$ cat src/rtl/keyboard_pkg.sv
// Shared key codes, scan-code prefixes, parser states and event payload for keyboard_events.
package keyboard_pkg;

  localparam logic [2:0] KEY_NONE  = 3'd0;
  localparam logic [2:0] KEY_ESC   = 3'd1;
  localparam logic [2:0] KEY_SPACE = 3'd2;
  localparam logic [2:0] KEY_UP    = 3'd3;
  localparam logic [2:0] KEY_DOWN  = 3'd4;
  localparam logic [2:0] KEY_LEFT  = 3'd5;
  localparam logic [2:0] KEY_RIGHT = 3'd6;
  localparam logic [2:0] KEY_OTHER = 3'd7;

  localparam logic [7:0] SC_EXT = 8'hE0;
  localparam logic [7:0] SC_BRK = 8'hF0;

  typedef enum logic [1:0] {
    ST_IDLE    = 2'd0,
    ST_EXT     = 2'd1,
    ST_BRK     = 2'd2,
    ST_EXT_BRK = 2'd3
  } state_e;

  typedef struct packed {
    logic [2:0] code;
    logic       make;
    logic       rpt;
  } kb_event_t;

  // Map a scan byte to a logical key; extended codes only know the arrow cluster.
  function automatic logic [2:0] decode_key(input logic [7:0] sc, input logic ext);
    logic [2:0] k;
    k = KEY_OTHER;
    if (ext) begin
      case (sc)
        8'h75:   k = KEY_UP;
        8'h72:   k = KEY_DOWN;
        8'h6B:   k = KEY_LEFT;
        8'h74:   k = KEY_RIGHT;
        default: k = KEY_OTHER;
      endcase
    end else begin
      case (sc)
        8'h76:               k = KEY_ESC;
        8'h29:               k = KEY_SPACE;
        8'h1D, 8'h42, 8'h75: k = KEY_UP;
        8'h1B, 8'h3B, 8'h72: k = KEY_DOWN;
        8'h1C, 8'h33, 8'h6B: k = KEY_LEFT;
        8'h23, 8'h4B, 8'h74: k = KEY_RIGHT;
        default:             k = KEY_OTHER;
      endcase
    end
    return k;
  endfunction

  // Keyboard status/ack bytes that carry no key information.
  function automatic logic is_ctrl(input logic [7:0] sc);
    return (sc == 8'hAA) || (sc == 8'hFA) || (sc == 8'hEE) || (sc == 8'hFE) ||
           (sc == 8'h00) || (sc == 8'hFF) || (sc == 8'hE1);
  endfunction

endpackage

$ cat src/rtl/keyboard_fifo.sv
// First-word-fall-through event FIFO; a push while full is accepted only alongside a pop.
module keyboard_fifo
  import keyboard_pkg::*;
#(
  parameter int unsigned DEPTH = 4
) (
  input  logic      clk,
  input  logic      rst,
  input  logic      push,
  input  kb_event_t din,
  input  logic      pop,
  output kb_event_t dout,
  output logic      full,
  output logic      empty
);

  localparam int unsigned PW = $clog2(DEPTH);
  localparam int unsigned CW = PW + 1;

  kb_event_t       mem_q [DEPTH];
  kb_event_t       mem_d [DEPTH];
  logic [PW-1:0]   wr_ptr_q, wr_ptr_d;
  logic [PW-1:0]   rd_ptr_q, rd_ptr_d;
  logic [CW-1:0]   count_q, count_d;
  logic            full_q, full_d;
  logic            empty_q, empty_d;
  logic            do_push, do_pop;

  always_comb begin
    do_pop   = pop && !empty_q;
    do_push  = push && (!full_q || do_pop);
    mem_d    = mem_q;
    wr_ptr_d = wr_ptr_q;
    rd_ptr_d = rd_ptr_q;
    if (do_push) begin
      mem_d[wr_ptr_q] = din;
      wr_ptr_d        = wr_ptr_q + PW'(1);
    end
    if (do_pop) begin
      rd_ptr_d = rd_ptr_q + PW'(1);
    end
    count_d = count_q + CW'(do_push) - CW'(do_pop);
    full_d  = (count_d == CW'(DEPTH));
    empty_d = (count_d == '0);
  end

  always_ff @(posedge clk) begin
    mem_q <= mem_d;
  end

  always_ff @(posedge clk) begin
    if (rst) begin
      wr_ptr_q <= '0;
      rd_ptr_q <= '0;
      count_q  <= '0;
      full_q   <= 1'b0;
      empty_q  <= 1'b1;
    end else begin
      wr_ptr_q <= wr_ptr_d;
      rd_ptr_q <= rd_ptr_d;
      count_q  <= count_d;
      full_q   <= full_d;
      empty_q  <= empty_d;
    end
  end

  assign dout  = mem_q[rd_ptr_q];
  assign full  = full_q;
  assign empty = empty_q;

endmodule

$ cat src/rtl/keyboard_events.sv
// PS/2 scan-code decoder: E0/F0 parsing, held-key bitmap and buffered make/break events.
// Optional auto-repeat is built when KEYBOARD_REPEAT_EN is defined.
module keyboard_events
  import keyboard_pkg::*;
#(
  parameter int unsigned FIFO_DEPTH    = 4,
  parameter int unsigned REPEAT_DELAY  = 50_000_000,
  parameter int unsigned REPEAT_PERIOD = 10_000_000
) (
  input  logic       clk,
  input  logic       rst,
  input  logic [7:0] rx_data,
  input  logic       rx_valid,
  output logic [5:0] held,
  output logic [2:0] last_key,
  output logic       ev_valid,
  output logic [2:0] ev_code,
  output logic       ev_make,
  output logic       ev_repeat,
  input  logic       ev_ready,
  output logic       overflow
);

  if (FIFO_DEPTH < 2 || (FIFO_DEPTH & (FIFO_DEPTH - 1)) != 0) begin : g_bad_depth
    $error("FIFO_DEPTH must be a power of two and at least 2");
  end
  if (REPEAT_DELAY == 0 || REPEAT_PERIOD == 0) begin : g_bad_repeat
    $error("REPEAT_DELAY and REPEAT_PERIOD must be non-zero");
  end

  state_e     state_q, state_d;
  logic [5:0] held_q, held_d;
  logic [2:0] last_key_q, last_key_d;
  logic       overflow_q, overflow_d;

  logic       dec_en, dec_make, dec_ext;
  logic [2:0] dec_code, key_idx;
  logic       par_push, rep_fire, push, pop;
  kb_event_t  push_ev, head;
  logic       fifo_full, fifo_empty;

  // Prefix parser: decides whether this byte completes a make or a break.
  always_comb begin
    state_d  = state_q;
    dec_en   = 1'b0;
    dec_make = 1'b0;
    dec_ext  = 1'b0;
    if (rx_valid) begin
      case (state_q)
        ST_IDLE: begin
          if (rx_data == SC_EXT)      state_d = ST_EXT;
          else if (rx_data == SC_BRK) state_d = ST_BRK;
          else if (!is_ctrl(rx_data)) begin
            dec_en   = 1'b1;
            dec_make = 1'b1;
          end
        end
        ST_EXT: begin
          if (rx_data == SC_BRK) state_d = ST_EXT_BRK;
          else begin
            dec_en   = 1'b1;
            dec_make = 1'b1;
            dec_ext  = 1'b1;
            state_d  = ST_IDLE;
          end
        end
        ST_BRK: begin
          dec_en  = 1'b1;
          state_d = ST_IDLE;
        end
        default: begin
          dec_en  = 1'b1;
          dec_ext = 1'b1;
          state_d = ST_IDLE;
        end
      endcase
    end
    dec_code = decode_key(rx_data, dec_ext);
    key_idx  = dec_code - 3'd1;
  end

  // Held bitmap and last_key; typematic duplicates of a held key are swallowed.
  always_comb begin
    held_d     = held_q;
    last_key_d = last_key_q;
    par_push   = 1'b0;
    if (dec_en) begin
      if (dec_code == KEY_OTHER) begin
        par_push = 1'b1;
      end else if (dec_make) begin
        if (!held_q[key_idx]) begin
          held_d[key_idx] = 1'b1;
          last_key_d      = dec_code;
          par_push        = 1'b1;
        end
      end else begin
        held_d[key_idx] = 1'b0;
        par_push        = 1'b1;
        if (last_key_q == dec_code) last_key_d = KEY_NONE;
      end
    end
  end

`ifdef KEYBOARD_REPEAT_EN
  localparam int unsigned REP_MAX = (REPEAT_DELAY > REPEAT_PERIOD) ? REPEAT_DELAY : REPEAT_PERIOD;
  localparam int unsigned RCW     = $clog2(REP_MAX + 1);

  logic [RCW-1:0] rep_cnt_q, rep_cnt_d;
  logic           rep_phase_q, rep_phase_d;

  // Phase 0 waits the initial delay, phase 1 the repeat period; parser pushes take priority.
  always_comb begin
    rep_cnt_d   = rep_cnt_q;
    rep_phase_d = rep_phase_q;
    rep_fire    = 1'b0;
    if (last_key_d != last_key_q) begin
      rep_cnt_d   = '0;
      rep_phase_d = 1'b0;
    end else if (last_key_q != KEY_NONE) begin
      if (rep_cnt_q == (rep_phase_q ? RCW'(REPEAT_PERIOD - 1) : RCW'(REPEAT_DELAY - 1))) begin
        rep_cnt_d   = '0;
        rep_phase_d = 1'b1;
        rep_fire    = !par_push;
      end else begin
        rep_cnt_d = rep_cnt_q + RCW'(1);
      end
    end
  end

  always_ff @(posedge clk) begin
    if (rst) begin
      rep_cnt_q   <= '0;
      rep_phase_q <= 1'b0;
    end else begin
      rep_cnt_q   <= rep_cnt_d;
      rep_phase_q <= rep_phase_d;
    end
  end
`else
  assign rep_fire = 1'b0;
`endif

  always_comb begin
    push    = par_push || rep_fire;
    pop     = ev_ready && !fifo_empty;
    push_ev = par_push ? kb_event_t'{code: dec_code, make: dec_make, rpt: 1'b0}
                       : kb_event_t'{code: last_key_q, make: 1'b1, rpt: rep_fire};
    overflow_d = overflow_q || (push && fifo_full && !pop);
  end

  always_ff @(posedge clk) begin
    if (rst) begin
      state_q    <= ST_IDLE;
      held_q     <= '0;
      last_key_q <= KEY_NONE;
      overflow_q <= 1'b0;
    end else begin
      state_q    <= state_d;
      held_q     <= held_d;
      last_key_q <= last_key_d;
      overflow_q <= overflow_d;
    end
  end

  keyboard_fifo #(.DEPTH(FIFO_DEPTH)) u_fifo (
    .clk   (clk),
    .rst   (rst),
    .push  (push),
    .din   (push_ev),
    .pop   (pop),
    .dout  (head),
    .full  (fifo_full),
    .empty (fifo_empty)
  );

  assign held      = held_q;
  assign last_key  = last_key_q;
  assign overflow  = overflow_q;
  assign ev_valid  = !fifo_empty;
  assign ev_code   = head.code;
  assign ev_make   = head.make;
  assign ev_repeat = head.rpt;

endmodule

$ cat config.mk
export PLATFORM = sky130hd
export DESIGN_NAME = keyboard_events
export DESIGN_NICKNAME = d
export VERILOG_FILES = /design/src/rtl/keyboard_pkg.sv /design/src/rtl/keyboard_fifo.sv /design/src/rtl/keyboard_events.sv
export SDC_FILE = /design/constraint.sdc
export NUM_CORES = 1
export LEC_CHECK = 0
export CORE_ASPECT_RATIO = 0.75
export CORE_UTILIZATION = 40
export CTS_CLUSTER_SIZE = 10
export DETAILED_ROUTE_END_ITERATION = 6
export GPL_ROUTABILITY_DRIVEN = 0
export HOLD_SLACK_MARGIN = 0.1
export SYNTH_ARGS = -nofsm -noshare
export SYNTH_HDL_FRONTEND = slang
export SYNTH_SLANG_ARGS = --single-unit
$ cat constraint.sdc
create_clock -name clk -period 5.75 [get_ports clk]
set_input_delay 0.575 -clock clk [delete_from_list [all_inputs] [get_ports clk]]
set_output_delay 0.575 -clock clk [all_outputs]
set_load 0.02 [all_outputs]
==> flow_summary.json <==
{
  "status": "complete, no violations",
  "num_vias": 2083,
  "total_leakage_power_nw": 1.09,
  "r2r-end": "u_fifo.full$_SDFF_PP0_",
  "tritoncts": "yes",
  "synth_ff_type": "dfxtp_1",
  "power.density_nw_per_um2": 240,
  "post_drt_wl_per_cell_um": 15.7,
  "cp-startpoint": "rx_data[2]",
  "final_cell_mix": "clkdlybuf4s50_1 (26), nand2_1 (21), dfxtp_1 (21)",
  "synth_nets": 283,
  "cp_max_fo": 12,
  "ioPinCount": 28,
  "ys_async_sr_fraction_pct": 0,
  "syn_avg_cell_area_um2": 10.0,
  "post-route-min-period_ps": 5110,
  "synth_edf_count": 16,
  "die_w_um": 95.6,
  "ys_ff_latch": 37,
  "crit_path_frequent_cell": "nor3_1",
  "crit_chain": "clkdlybuf4s50_1 -> buf_4 -> nor4_4 -> a41o_1 -> nand3_1 -> nor3_1 -> a21oi_1 -> inv_1 -> ha_1 -> inv_1 -> mux4_2 -> nor2_1 -> nor3_1 -> mux2i_1 -> o211a_4 -> ha_1 -> fa_1 -> xnor2_1 -> xnor2_1 -> nand2_1 -> nor3_1",
  "track_usage_pct": 18.8,
  "ir_worst_vdd_mv": 0.108,
  "grt_pass1_vias": 2032,
  "clkPwrFrac_pct": 24.3,
  "p_int_mw": 0.500,
  "regToRegStartpoint": "state_q[0]$_SDFFE_PP0P_",
  "path_class": "input port to flip-flop",
  "cts_resized": 0,
  "drc": 0,
  "antenna_found_initial": 0,
  "clk_pin_slew_ps": 70,
  "num_rows": 25,
  "max_slew_margin_pct": 59.6,
  "finClkSkew_ps": 2.56,
  "p_sw_share_pct": 31.5,
  "n_antenna_cell": 0,
  "nets": 310,
  "syn2layout_area_growth_pct": 15.9,
  "rsz0062_at_grt": "no",
  "fin_setup_tns_ps": 0,
  "cts_buffer_depth": 2,
  "worstPathRequired_ps": 5970,
  "hp-class": "flip-flop to flip-flop",
  "worstSetupEndpoint": "u_fifo.full$_SDFF_PP0_",
  "cts_buffers": 5,
  "cp-end-kind": "flip-flop",
  "p_switching_mw": 0.230,
  "holdWs_ps": 477,
  "final_common_cell": "clkdlybuf4s50_1",
  "cts_sinks": 37,
  "mappedNetlistArea_um2": 2630,
  "grt_overflow": 0,
  "crit_family": "buffers and inverters",
  "dieArea_um2": 6900,
  "drive_above_1_share_pct": 15.2,
  "drt_wl_total_um": 5810,
  "combPwrFrac_pct": 31.0,
  "coreArea_um2": 6320,
  "ant_nets": 0,
  "synth_cells": 262,
  "start_kind": "input port",
  "first_iter_violations": 115,
  "max_freq_mhz": 196,
  "hold_viol_final": 0,
  "yosysWarnings": 0,
  "grt_pass1_wl_um": 10000,
  "port-buffer-count": 26,
  "path_depth": 21,
  "viasPerCell": 5.61,
  "drt_pass1_iterations": 4,
  "seqPwrFrac_pct": 44.7,
  "tightest_slew_ps": 604,
  "hpwlAfterDp_um": 4470,
  "insertion_delay_ps": 280,
  "cp.arrival_ps": 5330,
  "grt_max_degree": 17,
  "post_cts.repair.setup_buffers": 0,
  "ff2ff_setup_slack_ps": 1670,
  "period_share_pct": 88.9,
  "synth_cell_types": 76,
  "slowest_stage": "clkdlybuf4s50_1",
  "postCtsHoldBufs": 0,
  "htreeDepth": 2,
  "path_buf_inv": 4,
  "reg2reg_depth": 19,
  "ctsRootBufferMaster": "clkbuf_8",
  "seq_area_frac_synth_pct": 34.3,
  "slowest_delay_ps": 640,
  "slew_violations": 0,
  "start_util_pct": 41.6,
  "die_h_um": 72.2,
  "cap_violations": 0,
  "setup_violations": 0
}
cell type report:
cell class,instances,area [µm²]
clock buffer,5,68.8
clock inverter,3,17.5
fill,608,3270
inverter,17,63.8
multi-input combinational,195,1580
sequential,37,901
tap,81,101
timing repair buffer,33,313
cells by family after synthesis:
| logic type | Yosys count | synth area share [%] |
|---|---|---|
| xor gates and xnor gates | 8 | 3.38 |
| AOI/OAI and AO/OA | 49 | 17.3 |
| other | 1 | 0.143 |
| and+or+nand+nor | 111 | 25.4 |
| adders and majority gates | 9 | 4.57 |
| muxes | 17 | 9.29 |
| buffers and inverters | 30 | 5.57 |
| DFF | 37 | 34.3 |
power by group through the flow:
stage          combinational, mW  clock (mW)  sequential, mW
2_1_floorplan              0.167           0           0.326
3_3_place_gp               0.225           0           0.333
3_5_place_dp               0.227           0           0.333
4_1_cts                    0.229       0.182           0.327
5_1_grt                    0.252       0.197           0.331
6_report                   0.226       0.177           0.326
worst reg2reg max path, stage by stage, from the launching register on:
cell and delay (ps):
dfxtp_1 410, nand2_1 110, a41o_1 300, nand3_1 130, nor3_1 60, a21oi_1 170
inv_1 100, ha_1 380, inv_1 200, mux4_2 220, nor2_1 50, nor3_1 250
mux2i_1 160, o211a_4 290, ha_1 210, fa_1 410, xnor2_1 200, xnor2_1 160
nand2_1 90, nor3_1 130
cell usage after synthesis, types with 3 or more instances:
cell type / number / area, µm²
a211oi_1: 3 / 22.5
a21oi_1: 6 / 30.0
a31oi_1: 3 / 18.8
and2_1: 7 / 43.8
and3_1: 4 / 25.0
buf_2: 3 / 15.0
buf_4: 4 / 30.0
clkbuf_1: 4 / 15.0
dfxtp_1: 21 / 420
edfxtp_1: 16 / 480
ha_1: 8 / 100
inv_1: 17 / 63.8
mux2i_1: 8 / 80.1
mux4_2: 5 / 113
nand2_1: 21 / 78.8
nand2b_1: 5 / 31.3
nand3_1: 12 / 60.1
nand3b_1: 3 / 22.5
nand4_1: 3 / 18.8
nor2_1: 14 / 52.6
nor2b_1: 4 / 25.0
nor3_1: 12 / 60.1
nor4_1: 3 / 18.8
o31ai_1: 4 / 30.0
xnor2_1: 3 / 26.3
xor2_1: 4 / 35.0
how the worst min path moves through the flow:
stage,start,endpoint,slack (ps),depth (start not counted)
finish,overflow$_SDFF_PP0_,overflow$_SDFF_PP0_,480,2
global route,flip-flop,flip-flop,530,2
CTS,overflow$_SDFF_PP0_,overflow$_SDFF_PP0_,480,2
detailed placement,overflow$_SDFF_PP0_,overflow$_SDFF_PP0_,460,2
global placement,overflow$_SDFF_PP0_,overflow$_SDFF_PP0_,460,2
floorplan,u_fifo.wr_ptr_q[1]$_SDFFE_PP0P_,u_fifo.wr_ptr_q[1]$_SDFFE_PP0P_,470,2
metrics by stage:
stage                     total power [mW]  setup slack [ps]  area (µm²)  utilization [%]  std cells
after detailed placement             0.560               336        2960             46.8        363
after CTS                            0.738               630        3050             48.2        371
after global routing                 0.780               224        3050             48.2        371
after global placement               0.558               429        2960             46.8        363
after floorplan                      0.493              1350        2630                -        262
final                                0.730               638        3050             48.2        371
routing by layer:
metal	up-vias	wire length, µm	track usage (%)
li1	1035	-	-
met1	1001	3000	28.3
met2	44	2520	28.0
met3	3	271	3.77
met4	0	21	3.48
met5	-	0	0
Note: power is estimated with default switching activity, not from simulation.
